===== src/rtl/mem_dump_unit_if.sv =====
// Control, memory-read and byte-stream signals of the memory dump engine.
// master = dump engine side, slave = host/memory side.
interface mem_dump_unit_if #(
    parameter int ADDR_W = 10
);
    logic              start;
    logic              abort;
    logic [ADDR_W-1:0] base_addr;
    logic [ADDR_W:0]   word_count;
    logic              busy;
    logic              done;
    logic              mem_rd_en;
    logic [ADDR_W-1:0] mem_addr;
    logic [31:0]       mem_rd_data;
    logic [7:0]        tx_data;
    logic              tx_valid;
    logic              tx_ready;
    logic [ADDR_W:0]   words_sent;

    modport master (
        input  start, abort, base_addr, word_count, mem_rd_data, tx_ready,
        output busy, done, mem_rd_en, mem_addr, tx_data, tx_valid, words_sent
    );

    modport slave (
        output start, abort, base_addr, word_count, mem_rd_data, tx_ready,
        input  busy, done, mem_rd_en, mem_addr, tx_data, tx_valid, words_sent
    );
endinterface


===== src/rtl/mem_dump_unit.sv =====
// Walks a word range of a sync-read memory and streams each word MSB-first as bytes.
// 6 cycles/word at full rate (READ, WAIT, 4 x SEND); tx_data held while tx_ready is low.
module mem_dump_unit #(
    parameter int ADDR_W = 10
) (
    input  logic            clk,
    input  logic            rst_n,
    mem_dump_unit_if.master bus
);
    typedef enum logic [2:0] {
        S_IDLE,
        S_READ,
        S_WAIT,
        S_SEND,
        S_DONE
    } state_t;

    localparam logic [ADDR_W-1:0] ONE_A = 1;
    localparam logic [ADDR_W:0]   ONE_W = 1;

    state_t            r_state;
    logic [ADDR_W-1:0] r_addr;
    logic [ADDR_W:0]   r_remaining;
    logic [ADDR_W:0]   r_words_sent;
    logic [31:0]       r_shift;
    logic [1:0]        r_byte_cnt;
    logic [7:0]        r_tx_data;
    logic              r_tx_valid;
    logic              r_busy;
    logic              r_done;
    logic              r_rd_en;
    logic              w_xfer;

    assign w_xfer = r_tx_valid & bus.tx_ready;

    always_ff @(posedge clk or negedge rst_n) begin
        if (!rst_n) begin
            r_state      <= S_IDLE;
            r_addr       <= '0;
            r_remaining  <= '0;
            r_words_sent <= '0;
            r_shift      <= '0;
            r_byte_cnt   <= '0;
            r_tx_data    <= '0;
            r_tx_valid   <= 1'b0;
            r_busy       <= 1'b0;
            r_done       <= 1'b0;
            r_rd_en      <= 1'b0;
        end else begin
            r_done <= 1'b0;
            // Abort drops any partially sent word; words_sent keeps only whole words.
            if (r_state != S_IDLE && bus.abort) begin
                r_state    <= S_IDLE;
                r_busy     <= 1'b0;
                r_rd_en    <= 1'b0;
                r_tx_valid <= 1'b0;
            end else begin
                case (r_state)
                    S_IDLE: begin
                        if (bus.start) begin
                            r_addr       <= bus.base_addr;
                            r_remaining  <= bus.word_count;
                            r_words_sent <= '0;
                            r_busy       <= 1'b1;
                            if (bus.word_count == '0) begin
                                r_state <= S_DONE;
                                r_done  <= 1'b1;
                            end else begin
                                r_state <= S_READ;
                                r_rd_en <= 1'b1;
                            end
                        end
                    end
                    S_READ: begin
                        r_rd_en <= 1'b0;
                        r_state <= S_WAIT;
                    end
                    S_WAIT: begin
                        r_shift    <= bus.mem_rd_data;
                        r_tx_data  <= bus.mem_rd_data[31:24];
                        r_tx_valid <= 1'b1;
                        r_byte_cnt <= '0;
                        r_state    <= S_SEND;
                    end
                    S_SEND: begin
                        if (w_xfer) begin
                            if (r_byte_cnt == 2'd3) begin
                                r_tx_valid   <= 1'b0;
                                r_words_sent <= r_words_sent + ONE_W;
                                r_addr       <= r_addr + ONE_A;
                                r_remaining  <= r_remaining - ONE_W;
                                if (r_remaining == ONE_W) begin
                                    r_state <= S_DONE;
                                    r_done  <= 1'b1;
                                end else begin
                                    r_state <= S_READ;
                                    r_rd_en <= 1'b1;
                                end
                            end else begin
                                r_shift    <= r_shift << 8;
                                r_tx_data  <= r_shift[23:16];
                                r_byte_cnt <= r_byte_cnt + 2'd1;
                            end
                        end
                    end
                    S_DONE: begin
                        r_state <= S_IDLE;
                        r_busy  <= 1'b0;
                    end
                    default: begin
                        r_state <= S_IDLE;
                        r_busy  <= 1'b0;
                    end
                endcase
            end
        end
    end

    assign bus.busy       = r_busy;
    assign bus.done       = r_done;
    assign bus.mem_rd_en  = r_rd_en;
    assign bus.mem_addr   = r_addr;
    assign bus.tx_data    = r_tx_data;
    assign bus.tx_valid   = r_tx_valid;
    assign bus.words_sent = r_words_sent;
endmodule

===== src/flat_wrapper.sv =====
// flat-port wrapper written by rule: the top's interface ports become plain ports
module mem_dump_unit_flat 
#(
    parameter int ADDR_W = 10
)
  (clk, rst_n, bus_start, bus_abort, bus_base_addr, bus_word_count, bus_mem_rd_data, bus_tx_ready, bus_busy, bus_done, bus_mem_rd_en, bus_mem_addr, bus_tx_data, bus_tx_valid, bus_words_sent);
  mem_dump_unit_if #(.ADDR_W(ADDR_W)) bus_i ();
  input  logic clk;
  input  logic rst_n;
  input wire logic [$bits(bus_i.start)-1:0] bus_start;
  input wire logic [$bits(bus_i.abort)-1:0] bus_abort;
  input wire logic [$bits(bus_i.base_addr)-1:0] bus_base_addr;
  input wire logic [$bits(bus_i.word_count)-1:0] bus_word_count;
  input wire logic [$bits(bus_i.mem_rd_data)-1:0] bus_mem_rd_data;
  input wire logic [$bits(bus_i.tx_ready)-1:0] bus_tx_ready;
  output wire logic [$bits(bus_i.busy)-1:0] bus_busy;
  output wire logic [$bits(bus_i.done)-1:0] bus_done;
  output wire logic [$bits(bus_i.mem_rd_en)-1:0] bus_mem_rd_en;
  output wire logic [$bits(bus_i.mem_addr)-1:0] bus_mem_addr;
  output wire logic [$bits(bus_i.tx_data)-1:0] bus_tx_data;
  output wire logic [$bits(bus_i.tx_valid)-1:0] bus_tx_valid;
  output wire logic [$bits(bus_i.words_sent)-1:0] bus_words_sent;
  assign bus_i.start = bus_start;
  assign bus_i.abort = bus_abort;
  assign bus_i.base_addr = bus_base_addr;
  assign bus_i.word_count = bus_word_count;
  assign bus_i.mem_rd_data = bus_mem_rd_data;
  assign bus_i.tx_ready = bus_tx_ready;
  assign bus_busy = bus_i.busy;
  assign bus_done = bus_i.done;
  assign bus_mem_rd_en = bus_i.mem_rd_en;
  assign bus_mem_addr = bus_i.mem_addr;
  assign bus_tx_data = bus_i.tx_data;
  assign bus_tx_valid = bus_i.tx_valid;
  assign bus_words_sent = bus_i.words_sent;
  mem_dump_unit #(.ADDR_W(ADDR_W)) u_core (.clk(clk), .rst_n(rst_n), .bus(bus_i));
endmodule

===== config.mk =====
export PLATFORM = sky130hd
export DESIGN_NAME = mem_dump_unit_flat
export DESIGN_NICKNAME = d
export VERILOG_FILES = /design/src/rtl/mem_dump_unit_if.sv /design/src/rtl/mem_dump_unit.sv /design/src/flat_wrapper.sv
export SDC_FILE = /design/constraint.sdc
export NUM_CORES = 1
export LEC_CHECK = 0
export BUFFER_PORTS_ARGS = -buffer_cell sky130_fd_sc_hd__buf_4
export CORE_AREA = 5 5 90 100
export DETAILED_ROUTE_END_ITERATION = 8
export DIE_AREA = 0 0 95 105
export PLACE_DENSITY = 0.79
export SETUP_SLACK_MARGIN = 0.02
export SLEW_MARGIN = 25
export SYNTH_ARGS = -nofsm -noshare
export SYNTH_HDL_FRONTEND = slang
export SYNTH_SLANG_ARGS = --single-unit

===== constraint.sdc =====
create_clock -name clk -period 2.18 [get_ports clk]
set_clock_uncertainty 0.05 [all_clocks]
set_input_delay 0.218 -clock clk [delete_from_list [all_inputs] [get_ports clk]]
set_output_delay 0.218 -clock clk [all_outputs]
set_load 0.1 [all_outputs]

Word level (Yosys, flattened, before mapping) --
Cells that the tools add are included.
Storage, ports and cells: bits in registers 73, input bits 58, output and inout port bits 33, logic and storage cells 96
Operators by class: $add $sub $neg 4, equal/unequal tests 15, muxes and demuxes 49, bitwise gates (word level) 2, reduce and logical (&&, ||, !) cells 15
Operators with widths (count):
- $mux W11 | 6
- $mux W24 | 2
- $pmux W24 S2 | 1
- $pmux W11 S2 | 2
- $mux W10 | 3
- $pmux W10 S2 | 1
- $mux W3 | 6
- $mux W1 | 17
- $mux W8 | 2
- $pmux W8 S2 | 1
- $pmux W3 S4 | 1
- $add A11 B1 Y11 const B | 1
- $eq A11 B1 Y1 const B | 1
- $logic_not A11 Y1 | 1
- $sub A11 B1 Y11 const B | 1
- $add A10 B1 Y10 const B | 1
- $ne A3 B2 Y1 const B | 3
- $eq A3 B2 Y1 const B | 2
- $ne A2 B1 Y1 const B | 3
- $ne A3 B1 Y1 const B | 2
- $pmux W1 S2 | 3
- $reduce_and A3 Y1 | 2
- $reduce_and A6 Y1 | 1
- $reduce_bool A3 Y1 | 2
- other kinds (17) | 20

Logic depth before layout (Yosys ltp) --
Gate-level depths: netlist (run 1).
word-level depth 6, depth in mapped cells 8, mapped depth without buffers 6

Least setup slack after synthesis (run 1) --
Ideal clock, no wire load.
path type register to register, start register u_core.r_tx_valid (netlist: u_core.bus.tx_valid), end register u_core.r_words_sent[10] (netlist: u_core.bus.words_sent[10]), library setup time 0.078 ns, arrival time 2.164 ns, required time 2.052 ns, path slack -0.112 ns, cell stages (with the launch flop) 6, path buffers 1, period minus slack after synthesis 2.292 ns, path through dfrtp_1 -> and4b_1 -> a21oi_2 -> buf_2 -> or4_1 -> a21oi_1
On the way: word-level cells in the longest chain between the ends 3
RTL lines:
- from (decl) | RTL line mem_dump_unit.sv:28 | logic r_tx_valid;
- from (signal assigned) | RTL line mem_dump_unit.sv:45 | r_tx_valid <= 1'b0;
- from (signal assigned) | RTL line mem_dump_unit.sv:56 | r_tx_valid <= 1'b0;
- from (signal assigned) | RTL line mem_dump_unit.sv:81 | r_tx_valid <= 1'b1;
- $and A1 B1 Y1 | RTL line mem_dump_unit.sv:34 | assign w_xfer = r_tx_valid & bus.tx_ready;
- $ne A2 B1 Y1 (no source line)
- $reduce_and A5 Y1 (no source line)
- to (signal assigned) | RTL line mem_dump_unit.sv:89 | r_words_sent <= r_words_sent + ONE_W;
- to (decl) | RTL line mem_dump_unit.sv:24 | logic [ADDR_W:0] r_words_sent;
Every way passes these cells. A chain may end at the register's enable or synchronous reset.

Worst setup path after layout (run 1) --
start register u_core.r_remaining[2], end register u_core.r_remaining[7]
On the way: word-level cells in the longest chain between the ends 4
RTL lines:
- from (decl) | RTL line mem_dump_unit.sv:23 | logic [ADDR_W:0] r_remaining;
- from (signal assigned) | RTL line mem_dump_unit.sv:62 | r_remaining <= bus.word_count;
- from (signal assigned) | RTL line mem_dump_unit.sv:91 | r_remaining <= r_remaining - ONE_W;
- $sub A11 B1 Y11 | RTL line mem_dump_unit.sv:91
- $mux W11 | RTL line mem_dump_unit.sv:87 | if (r_byte_cnt == 2'd3) begin
- $mux W11 | RTL line mem_dump_unit.sv:86 | if (w_xfer) begin
- $pmux W11 S2 | RTL line mem_dump_unit.sv:58 | case (r_state)
Every way passes these cells. The select of a mux whose other input is x is not followed.

==> results of run 1 <==
power by group:
| group | total [mW] | internal (mW) | leakage (nW) | switching (mW) |
|---|---|---|---|---|
| sequential | 2.31 | 1.85 | 0.862 | 0.458 |
| clock | 1.05 | 0.531 | 0.0889 | 0.520 |
| combinational | 2.90 | 0.824 | 1.19 | 2.08 |
| total | 6.27 | 3.21 | 2.14 | 3.06 |
timing repair:
action                    CTS  global route
hold buffers                1             0
hold endpoints to repair   39             0
buffers inserted            0             0
synthesized netlist by cell type (2+ instances only):
library cell | n | area, sq um
sky130_fd_sc_hd__a21o_1 | 4 | 30.03
sky130_fd_sc_hd__a21oi_1 | 19 | 95.09
sky130_fd_sc_hd__a22o_1 | 11 | 96.34
sky130_fd_sc_hd__a22oi_1 | 3 | 22.52
sky130_fd_sc_hd__a31oi_1 | 32 | 200.2
sky130_fd_sc_hd__a32oi_1 | 2 | 17.52
sky130_fd_sc_hd__and3_1 | 5 | 31.28
sky130_fd_sc_hd__buf_2 | 13 | 65.06
sky130_fd_sc_hd__buf_4 | 2 | 15.01
sky130_fd_sc_hd__clkbuf_1 | 14 | 52.55
sky130_fd_sc_hd__dfrtp_1 | 73 | 1827
sky130_fd_sc_hd__ha_1 | 5 | 62.56
sky130_fd_sc_hd__inv_1 | 9 | 33.78
sky130_fd_sc_hd__mux2i_1 | 4 | 40.04
sky130_fd_sc_hd__nand2_1 | 73 | 274.0
sky130_fd_sc_hd__nand2b_1 | 2 | 12.51
sky130_fd_sc_hd__nand3_1 | 16 | 80.08
sky130_fd_sc_hd__nand3b_1 | 3 | 22.52
sky130_fd_sc_hd__nand4_1 | 4 | 25.02
sky130_fd_sc_hd__nor2_1 | 44 | 165.2
sky130_fd_sc_hd__nor3_1 | 12 | 60.06
sky130_fd_sc_hd__nor3b_1 | 3 | 22.52
sky130_fd_sc_hd__nor4_1 | 4 | 25.02
sky130_fd_sc_hd__o211ai_1 | 4 | 30.03
sky130_fd_sc_hd__o21ai_0 | 23 | 115.1
sky130_fd_sc_hd__o22ai_1 | 3 | 18.77
sky130_fd_sc_hd__o31ai_1 | 4 | 30.03
sky130_fd_sc_hd__o32ai_1 | 3 | 26.28
sky130_fd_sc_hd__or3_1 | 5 | 31.28
sky130_fd_sc_hd__or4_1 | 7 | 52.55
flip-flops by register name (all words and copies together) (netlist names):
| name | flops |
|---|---|
| u_core.r_shift | 24 |
| u_core.bus.words_sent | 11 |
| u_core.r_remaining | 11 |
| u_core.bus.mem_addr | 10 |
| u_core.bus.tx_data | 8 |
| u_core.r_state | 3 |
| u_core.r_byte_cnt | 2 |
| u_core.bus.busy | 1 |
| u_core.bus.done | 1 |
| u_core.bus.mem_rd_en | 1 |
| u_core.bus.tx_valid | 1 |
layout make-up:
| type | instances | area share |
|---|---|---|
| tap | 108 | 0.02788 |
| inverter | 9 | 0.006970 |
| multi-input combinational | 317 | 0.3725 |
| clock inverter | 6 | 0.01368 |
| clock buffer | 10 | 0.02633 |
| timing repair buffer | 107 | 0.1740 |
| sequential | 73 | 0.3787 |
worst reg2reg max path, delay by kind of cell (launching register included):
family             cells  cell delay, ps
AOI/OAI and AO/OA      1             220
DFF                    1             430
and+or+nand+nor        3            1180
worst max-delay path by stage:
stage / startpoint / end / slack (ps) / cells after the start
after global routing: u_core.r_byte_cnt[0] / u_core.r_remaining[10] / 100 / 6
after global placement: u_core.r_remaining[2] / u_core.r_remaining[7] / 290 / 4
after CTS: u_core.r_remaining[2] / u_core.r_remaining[7] / 190 / 4
after detailed placement: u_core.r_remaining[2] / u_core.r_remaining[7] / 210 / 4
final: u_core.r_remaining[2] / u_core.r_remaining[7] / 190 / 4
after floorplan: u_core.bus.words_sent[0] / u_core.bus.words_sent[10] / 40 / 4
cell families after synthesis:
| family | synth area share |
|---|---|
| and+or+nand+nor | 0.2406 |
| DFF | 0.4812 |
| AOI/OAI and AO/OA | 0.2050 |
| adders and majority gates | 0.01648 |
| buffers and inverters | 0.04614 |
| muxes | 0.01055 |
metrics by stage:
stage	setup WS, ps	hold slack, ps
4_1_cts	190.0	32.19
5_1_grt	96.01	28.38
6_report	187.9	36.50
3_5_place_dp	209.2	190.1
2_1_floorplan	37.10	-127.6
3_3_place_gp	286.4	186.8
layer usage:
layer / global-route usage / routed length, um / part of all wire
met5: 0 / 0 / 0
met4: 0.07526 / 169 / 0.016
met3: 0.03523 / 584 / 0.057
met2: 0.3350 / 4955 / 0.48
met1: 0.3030 / 4599 / 0.45
==> results.txt, run 1 <==
Setup repair after global routing left no endpoint under its margin. The total number of nets in the final design came out at 580. Max-capacitance violation count: 0. The number of nets in the synthesized netlist was 493; the number of cells upsized or downsized after cts was 0.

After synthesis the cells add up to 3796 sq um. For the pin with the worst max-slew slack, the measured transition is 549.5 ps. The multi-input combinational cells in the finished layout cover a total of 1805 sq um. In this run the critical register-to-register path is captured at u_core.r_remaining[7]. In this run the cell area measured after placement is 4643 sq um. Summing all flip-flop and latch instances after layout gives 1836 sq um. Total count of hold-check failures in the final report: 0. The dominant delay contributor by cell family on the critical path was simple AND/OR/NAND/NOR gates. The tools report the leakage power of the design as 2.137 nW.

The worst max-slew margin expressed relative to the limit was 0.6337. The detailed-router iteration count before antenna repair is 5, and the cell count of the worst reg-to-reg path is 4. TritonCTS built the clock tree. Pin placement for this block handled 91 I/O pins. The worst hold path begins at bus_mem_rd_data[1].

Traced cell by cell, the critical path runs through or4_1 -> or4_1 -> a32oi_1 -> nand3_1. The share of the cycle needed by the critical path after routing works out to 0.9138. The synthesized netlist contains 54 unique library cells. The layout cell share with drive strength beyond 1 was 0.2567; the total count of max-transition violations in the final report was 0. Clock-pin slew was measured on the worst setup and hold paths at 80 ps. Entering global routing, the biggest net connects 49 pins. Input and output buffers added on the ports amount to 90. TritonCTS sink count: 73. Counting along the longest clock path gives a buffer depth of 2. The floorplan has 34 rows.

For the finished layout, the period the worst path requires is 1992 ps. The share of synthesized flip-flops with an asynchronous set or reset is 1.000. Buffers inserted during clock tree synthesis total 9.

The setup TNS was 0 ps. Measured along the y axis, the die boundary spans 105 um. The total power per unit cell area was 1293 nW/um^2.

In this run the worst path has a maximum fanout of 6. The achievable frequency is 0.5020 GHz, and the delay of the slowest cell on the worst path is 640 ps. Across all register-to-register paths, the minimum setup slack is 190 ps. IR analysis of the VDD net gives a maximum drop of 0.6357 mV. In the layout the commonest cells are 103 x sky130_fd_sc_hd__buf_4, 73 x sky130_fd_sc_hd__nand2_1, 66 x sky130_fd_sc_hd__dfrtp_1, 44 x sky130_fd_sc_hd__nor2_1, 32 x sky130_fd_sc_hd__a31oi_1. STA puts the critical path data required time at 2350 ps. The effective utilization at floorplan was 0.4850. Setup violations remaining at the end of the flow were counted as 0.

The core region is 7828 sq um. Count of antenna-violating nets left after detailed routing: 0. Kind of end point of the critical path: a flip-flop. The critical path's most frequent cell was sky130_fd_sc_hd__or4_1. The first global-routing pass estimated 17,150 um of wire. The logs give 0 for the number of antenna violations at the first check in global routing and 3,589 for the vias after detailed routing. The utilization of the core after routing was 0.6192. For this run, the leading register cell type out of synthesis is sky130_fd_sc_hd__dfrtp_1.

The highest-delay cell along the critical path was sky130_fd_sc_hd__or4_1. Startpoint of the worst-slack reg-to-reg timing path: u_core.r_remaining[2]. The total placed cells including tap cells was 613; the arrival time of data at the critical path endpoint was 2170 ps. The number of standard cells after synthesis is 430, and the average footprint of a synthesized cell is 8.828 sq um.

The die is 95 um wide. Counting flops with a built-in enable in the synthesized netlist gives 0. After detailed routing, the number of remaining DRC violations is 0.

The number of synthesized register bits is 73. The setup path with the least slack is of type reg -> reg. Routability-driven placement finished with a final weighted congestion of 0.9259. The total overflow left after global routing is 0. The die covers 9975 sq um. The tree is rooted in a sky130_fd_sc_hd__clkbuf_8.

The first-iteration detailed-routing DRC count was 198; the detail-routed via count per cell was 5.697. For the fraction of the yosys area taken by sequential cells, the log shows 0.4812. Together, buffers and inverters on the worst path number 0. The filler cell count in the final layout was 693; the post-detailed-route wirelength per cell was 16.37 um.

Once layout is complete, the cells apart from fillers number 630. The synthesis-to-finish area growth works out to 27.69%. The tools report the type of origin of the critical path as a flip-flop.

0 antenna diodes ended up in the layout. The finished cells cover 4847 sq um. For the final wirelength, the log shows 10,310 um. Along the worst hold path, the cell count comes to 2.

The Yosys step of the flow raised 0 warnings. The worst hold path belongs to the class in -> reg. The maximum level of the CTS H-tree was 3; the post-DP HPWL was 7628 um.

The tools report the aggregate global-route resource usage as 0.2153. The clock reaches the later pin of the worst-skew pair after 340 ps. The via count of the first global-routing pass came out at 3,454.

Leaving out fill and tap cells, the most frequent cell in the layout is sky130_fd_sc_hd__buf_4. The sum of internal, switching and leakage power came out at 6.266 mW. The sink of the worst hold path was u_core.r_shift[1]. The run finished with clean final reports.
No activity file was read; power rests on OpenSTA's default activity.
==> run 2, diff against run 1 <==
- PLACE_DENSITY: 0.79 -> 0.73
==> run 2 against run 1 <==
Final area down 0.31%. Utilization is 0.19 points lower. First-iteration DRC count is 73% higher. Via count is 0.42% lower. Non-clock buffer count unchanged. Combinational power about the same. Fmax grew 0.28%. Highest routed layer unchanged. Worst setup slack better by 5.5 ps. Sequential share of layout area rose by 0.12 points. Critical endpoint unchanged. Register-to-register slack is essentially flat. Routed wire length is 1.6% lower.
==> results.txt, run 2 (same netlist as run 1, synthesis figures left out) <==
The highest fanout seen on the critical path was 6 (unchanged). The largest net degree at the start of global routing came out at 49 (unchanged). Setup repair after global routing left no endpoint under its margin.

The tools report the max-capacitance violation count as 0 (unchanged). The total number of nets in the final design is 580 (unchanged), and the first-pass GRT wire length is 16,390 um (was 17,150 um). The area used by sequential logic in the layout was 1836 sq um (unchanged); the post-detailed-route wirelength per cell was 16.10 um (was 16.37 um).

The count of standard-cell rows was 34 (unchanged); the count of boundary I/O pins was 91 (unchanged). For the total count of max-transition violations in the final report, the log shows 0 (unchanged). Register with the most flip-flops: u_core.r_shift (unchanged). The die area is 9975 sq um (unchanged), and the number of antenna violations at the first check in global routing is 0 (unchanged). The run gives 193.4 ps (was 187.9 ps) as the final setup slack of the worst path.

The run gives 613 (unchanged) as the total placed cells including tap cells. The synthesis-to-finish area growth works out to 27.29% (was 27.69%). The relative contribution of sequential cells to total power is 0.373 (was 0.369), and the placement-stage cell area is 4643 sq um (unchanged).

Cell area after layout: 4832 sq um (was 4847 sq um). The worst endpoint required time was 2360 ps (was 2350 ps). The flow ran to the end, and the final reports show no timing, DRC or antenna violations. The tools report the maximum buffer depth of the clock tree as 2 (unchanged). The run gives 0.159 (was 0.168) as the power share of the clock group. Dominant delay contributor by cell family on the critical path: simple AND/OR/NAND/NOR gates (unchanged).

Commonest non-fill, non-tap cells in the layout: 103 x sky130_fd_sc_hd__buf_4, 73 x sky130_fd_sc_hd__nand2_1, 66 x sky130_fd_sc_hd__dfrtp_1, 44 x sky130_fd_sc_hd__nor2_1, 32 x sky130_fd_sc_hd__a31oi_1 (unchanged). The die outline width came out at 95 um (unchanged). The tools report the part of the total power dissipated in combinational logic as 0.468 (was 0.463).

Worst path cell trace: or4_1 -> or4_1 -> a32oi_1 -> nand3_1 (unchanged). The tools report the cell at the root of the clock tree as sky130_fd_sc_hd__clkbuf_8 (unchanged). The clock edge transition at the registers on the reported setup and hold paths is 80 ps (about the same). TritonCTS built the clock tree. The delay of the slowest cell on the worst path was 620 ps (was 640 ps); the setup TNS was 0 ps (unchanged). The worst hold margin came out at 36.60 ps (was 36.50 ps). Highest-delay cell along the critical path: sky130_fd_sc_hd__or4_1 (unchanged).

The post-DP HPWL was 7389 um (was 7628 um). The number of buffer and inverter stages on the critical path works out to 0 (unchanged). The die boundary height was 105 um (unchanged); the final wirelength was 10,150 um (was 10,310 um). The kind of path behind the tightest hold check was in -> reg (unchanged). The logs give 3,250 (was 3,454) for the via count of the first global-routing pass and 0.6138 (was 0.6337) for the worst max-slew margin expressed relative to the limit. Achievable frequency: 0.5034 GHz (was 0.5020 GHz).

The critical setup path kind was reg -> reg (unchanged). The vias after detailed routing came out at 3,574 (was 3,589). The internal portion of total power came out at 3.122 mW (was 3.209 mW). The number of cells upsized or downsized after cts is 0 (unchanged), and the count of buffers from port buffering is 90 (unchanged).

For the filler-free cell count of the finished design, the log shows 630 (unchanged). The DRC violations left came out at 0 (unchanged). The tools report the total area of multi-input combinational cells as 1805 sq um (unchanged). Aggregate global-route resource usage: 0.2054 (was 0.2153). The total power per unit cell area works out to 1276 nW/um^2 (was 1293 nW/um^2). The highest ir drop seen on vdd is 0.9978 mV (was 0.6357 mV). The switching portion of total power was 0.4938 (was 0.4879). Critical path's most frequent cell: sky130_fd_sc_hd__or4_1 (unchanged). The floorplan core area was 7828 sq um (unchanged); the global placement routability congestion was 0.8568 (was 0.9259).

The total of endpoints with negative setup slack in the final report was 0 (unchanged). The most common cell after layout, fill and taps aside is sky130_fd_sc_hd__buf_4 (unchanged). The tools report the insertion delay to the later sink of the worst-skew pair as 340 ps (about the same). The layout cell share with drive strength beyond 1 came out at 0.2586 (was 0.2567). The detailed-router iteration count before antenna repair is 5 (unchanged).

Kind of end point of the critical path: a flip-flop (unchanged). The number of buffers created by CTS was 9 (unchanged); the share of the cycle needed by the critical path after routing was 0.9113 (was 0.9138). The minimum period implied by the final worst setup slack works out to 1987 ps (was 1992 ps). The tools report the count of antenna-violating nets left after detailed routing as 0 (unchanged). The utilization of the core after routing was 0.6173 (was 0.6192); the maximum level of the CTS H-tree was 3 (unchanged). The tools report the switching power as 3.046 mW (was 3.057 mW).

Type of origin of the critical path: a flip-flop (unchanged). The detail-routed via count per cell came out at 5.673 (was 5.697). The run gives 0 (unchanged) as the total count of hold-check failures in the final report. Sum of internal, switching and leakage power: 6.168 mW (was 6.266 mW). The leakage power of the design came out at 2.131 nW (was 2.137 nW). The actual transition at the worst max-transition pin came out at 578.1 ps (was 549.5 ps).

For the worst setup slack before clock tree synthesis, the log shows 212.9 ps (was 209.2 ps). The antenna diode count is 0 (unchanged), and the arrival time of data at the critical path endpoint is 2160 ps (was 2170 ps). The number of flip-flops under the largest register name was 24 (unchanged); the first-iteration detailed-routing DRC count was 343 (was 198).

The filler cell count in the final layout is 699 (was 693), and the TritonCTS sink count is 73 (unchanged). The run gives 0.4850 (unchanged) as the effective utilization at floorplan. The run gives 0 (unchanged) as the sum of overflow across all layers after global routing.
## run 2: cell types whose count changed in the layout (fill, tap and decap cells not counted), sizes merged
cell    previous run  this run
bufinv             1         0
clkinv             1         2
## run 2: per-layer routing
metal	vias up	routed length [um]	track usage
met5	-	0	0
met4	0	143	0.05979
met3	12	671	0.03379
met2	126	4868	0.3118
met1	1692	4462	0.3015
li1	1744	-	-
## run 2: worst reg2reg max path: stages, from the launching register on
cell	delay, ps
sky130_fd_sc_hd__dfrtp_1	430
sky130_fd_sc_hd__or4_1	620
sky130_fd_sc_hd__or4_1	440
sky130_fd_sc_hd__a32oi_1	230
sky130_fd_sc_hd__nand3_1	100
## run 2: worst paths after layout
| check | start | endpoint | slack, ps | depth (start not counted) |
|---|---|---|---|---|
| min in group asynchronous | rst_n | u_core.bus.busy | 290 | 2 |
| worst max register to register | u_core.r_remaining[2] | u_core.r_remaining[7] | 190 | 4 |
| max in group asynchronous | rst_n | u_core.bus.mem_addr[0] | 1180 | 3 |
| worst max-delay path | u_core.r_remaining[2] | u_core.r_remaining[7] | 190 | 4 |
| worst min-delay path | bus_mem_rd_data[0] | u_core.r_shift[0] | 40 | 2 |
| worst min register to register | u_core.r_shift[7] | u_core.r_shift[7] | 460 | 1 |
## run 2: power by group through the flow
stage	registers (mW)	logic (mW)	clock network, mW
after floorplan	3.47	0.960	0
after global placement	2.28	2.85	0
after detailed placement	2.31	2.89	0
after CTS	2.29	2.90	1.00
after global routing	2.36	3.10	1.06
final	2.30	2.89	0.984
## run 2: final cells by class
class                      count  area share
sequential                    73      0.3799
multi-input combinational    317      0.3736
timing repair buffer         107      0.1745
clock buffer                  10     0.02848
tap                          108     0.02796
clock inverter                 6    0.008545
inverter                       9    0.006991
## run 2: timing repair
action,4_1_cts,5_1_grt
buffers inserted,0,0
hold buffers,1,0
endpoints found under the hold margin,30,0
==> run 3, diff against run 2 <==
- BUFFER_PORTS_ARGS: -buffer_cell sky130_fd_sc_hd__buf_4 -> default
- CTS_CLUSTER_DIAMETER: default -> 60
- DONT_BUFFER_PORTS: default -> 1
- PLACE_DENSITY: 0.73 -> default
==> run 3 against run 2 <==
Non-clock buffer count decreased by 14. Largest power group unchanged. Die area unchanged. Cell count decreased by 2.4%. Fmax increased by 1.1%. Sequential power decreased by 3%. Via count decreased by 2.7%. Critical path depth unchanged. Routed wire length increased by 3.0%.
==> results.txt, run 3 (same netlist as run 1, synthesis figures left out) <==
The flow ran to the end, and the final reports show no timing, DRC or antenna violations. The number of antenna violations at the first check in global routing was 0 (unchanged). The insertion delay to the later sink of the worst-skew pair came out at 350 ps (was 340 ps). The type of origin of the critical path was a flip-flop (unchanged).

The minimum period implied by the final worst setup slack works out to 1964 ps (was 1987 ps). The cell area after layout came out at 4896 sq um (was 4832 sq um). The logs give 0 (unchanged) for the total count of max-transition violations in the final report and 7100 um (was 7389 um) for the post-DP HPWL. The largest net degree at the start of global routing is 74 (was 49), and the detail-routed via count per cell is 5.655 (was 5.673). The maximum buffer depth of the clock tree is 2 (unchanged), and the detailed-router iteration count before antenna repair is 4 (was 5). The die outline width is 95 um (unchanged), and the placement-stage cell area is 4204 sq um (was 4643 sq um). The tools report the number of cells upsized or downsized after cts as 0 (unchanged). TritonCTS built the clock tree. Setup repair after global routing left no endpoint under its margin. The first-pass GRT wire length was 17,410 um (was 16,390 um). For the arrival time of data at the critical path endpoint, the log shows 2150 ps (was 2160 ps). Total power per unit cell area: 1315 nW/um^2 (was 1276 nW/um^2). The cell at the root of the clock tree was sky130_fd_sc_hd__clkbuf_8 (unchanged). The achievable frequency is 0.5091 GHz (was 0.5034 GHz). The via count of the first global-routing pass was 3,489 (was 3,250); the actual transition at the worst max-transition pin was 551.4 ps (was 578.1 ps). Antenna diode count: 0 (unchanged). Maximum level of the CTS H-tree: 3 (unchanged). The critical setup path kind is reg -> reg (unchanged). The DRC violations left was 0 (unchanged). The filler cell count in the final layout is 704 (was 699), and the part of the total power dissipated in combinational logic is 0.458 (was 0.468). The die boundary height is 105 um (unchanged), and the effective utilization at floorplan is 0.4850 (unchanged).

The logs give 2370 ps (was 2360 ps) for the worst endpoint required time and 73 (unchanged) for the TritonCTS sink count. Commonest non-fill, non-tap cells in the layout: 73 x sky130_fd_sc_hd__nand2_1, 66 x sky130_fd_sc_hd__dfrtp_1, 47 x sky130_fd_sc_hd__buf_4, 44 x sky130_fd_sc_hd__nor2_1, 43 x sky130_fd_sc_hd__dlygate4sd3_1 (was 103 x sky130_fd_sc_hd__buf_4, 73 x sky130_fd_sc_hd__nand2_1, 66 x sky130_fd_sc_hd__dfrtp_1, 44 x sky130_fd_sc_hd__nor2_1, 32 x sky130_fd_sc_hd__a31oi_1). The global placement routability congestion came out at 0.8745 (was 0.8568). Number of buffers created by CTS: 9 (unchanged).

Count of antenna-violating nets left after detailed routing: 0 (unchanged). The floorplan core area is 7828 sq um (unchanged). Worst max-slew margin expressed relative to the limit: 0.6316 (was 0.6138). The kind of end point of the critical path was a flip-flop (unchanged). The register with the most flip-flops was u_core.r_shift (unchanged).

The total of endpoints with negative setup slack in the final report came out at 0 (unchanged). The die area was 9975 sq um (unchanged); the relative contribution of sequential cells to total power was 0.345 (was 0.373). The clock edge transition at the registers on the reported setup and hold paths came out at 80 ps (about the same).

The max-capacitance violation count is 0 (unchanged). The aggregate global-route resource usage is 0.2226 (was 0.2054). The layout cell share with drive strength beyond 1 is 0.1538 (was 0.2586), and the first-iteration detailed-routing DRC count is 256 (was 343). The kind of path behind the tightest hold check is in -> reg (unchanged). Power share of the clock group: 0.197 (was 0.159). The most common cell after layout, fill and taps aside is sky130_fd_sc_hd__nand2_1 (was sky130_fd_sc_hd__buf_4).

The run gives 566 (was 580) as the total number of nets in the final design. Total count of hold-check failures in the final report: 0 (unchanged). The internal portion of total power was 3.430 mW (was 3.122 mW).

The highest ir drop seen on vdd was 0.6339 mV (was 0.9978 mV); the switching power was 3.010 mW (was 3.046 mW). The count of boundary I/O pins was 91 (unchanged). The highest fanout seen on the critical path came out at 6 (unchanged). The share of the cycle needed by the critical path after routing is 0.9010 (was 0.9113), and the setup TNS is 0 ps (unchanged). The count of buffers from port buffering was 0 (was 90); the leakage power of the design was 2.066 nW (was 2.131 nW). The number of flip-flops under the largest register name was 24 (unchanged). The run gives 0 (unchanged) as the sum of overflow across all layers after global routing. The synthesis-to-finish area growth is 28.97% (was 27.29%). The post-detailed-route wirelength per cell is 17.00 um (was 16.10 um), and the count of standard-cell rows is 34 (unchanged).

Final wirelength: 10,450 um (was 10,150 um). The vias after detailed routing is 3,478 (was 3,574). The switching portion of total power came out at 0.4674 (was 0.4938).
-- run 3: cell types whose count changed in the layout (fill, tap and decap cells not counted), sizes merged --
cell / before / now
inv: 10 / 9
buf: 106 / 50
clkinv: 2 / 1
dlygate4sd3: 1 / 43
clkinvlp: 3 / 1
bufinv: 0 / 3
-- run 3: area by class of cell --
cell class | instances | area (sq um) | area share
clock buffer | 10 | 127.6 | 0.02607
timing repair buffer | 93 | 850.8 | 0.1738
sequential | 73 | 1836 | 0.3749
clock inverter | 5 | 106.4 | 0.02172
tap | 108 | 135.1 | 0.02760
inverter | 9 | 33.78 | 0.006900
multi-input combinational | 317 | 1807 | 0.3690
-- run 3: worst max-delay path: stages, from the launching register on --
cell and delay [ps]:
sky130_fd_sc_hd__dfrtp_1 430, sky130_fd_sc_hd__or4_1 640, sky130_fd_sc_hd__or4_1 440, sky130_fd_sc_hd__a32oi_1 220
sky130_fd_sc_hd__nand3_1 90
-- run 3: repair_timing --
action	CTS	global route
buffers inserted	0	0
endpoints found under the hold margin	115	0
hold buffers	44	0
-- run 3: per-stage QoR --
step	setup WS [ps]	utilization	hold WS (ps)	total power, mW	instances
floorplan	37.10	-	-127.6	4.429	430
global placement	282.4	0.5371	-125.1	5.042	556
detailed placement	220.5	0.5371	-125.5	5.084	556
CTS	223.5	0.6255	2.137	6.467	615
global route	66.31	0.6255	28.16	6.798	615
finish	215.9	0.6255	21.86	6.440	615
-- run 3: worst paths after layout --
kind / startpoint / endpoint / slack [ps] / depth (start not counted)
setup / recovery: u_core.r_remaining[2] / u_core.r_remaining[7] / 220 / 4
hold / removal: bus_word_count[6] / u_core.r_remaining[6] / 20 / 2
setup reg to reg: u_core.r_remaining[2] / u_core.r_remaining[7] / 220 / 4
hold reg to reg: u_core.r_shift[1] / u_core.r_shift[1] / 460 / 1
max in group asynchronous: rst_n / u_core.bus.mem_addr[1] / 1380 / 2
min in group asynchronous: rst_n / u_core.bus.words_sent[3] / 340 / 2
-- run 3: power by group through the flow --
stage	sequential, mW	combinational [mW]	clock (mW)
3_5_place_dp	2.24	2.84	0
2_1_floorplan	3.47	0.960	0
3_3_place_gp	2.23	2.81	0
4_1_cts	2.22	2.95	1.30
6_report	2.22	2.95	1.27
5_1_grt	2.30	3.15	1.35
-- run 3: layer usage --
| layer | GRT usage | up-vias | routed length [um] |
|---|---|---|---|
| met3 | 0.06254 | 11 | 726 |
| met2 | 0.3436 | 92 | 4808 |
| met4 | 0.06804 | 0 | 150 |
| met1 | 0.3034 | 1657 | 4769 |
| li1 | - | 1718 | - |
| met5 | 0 | - | 0 |
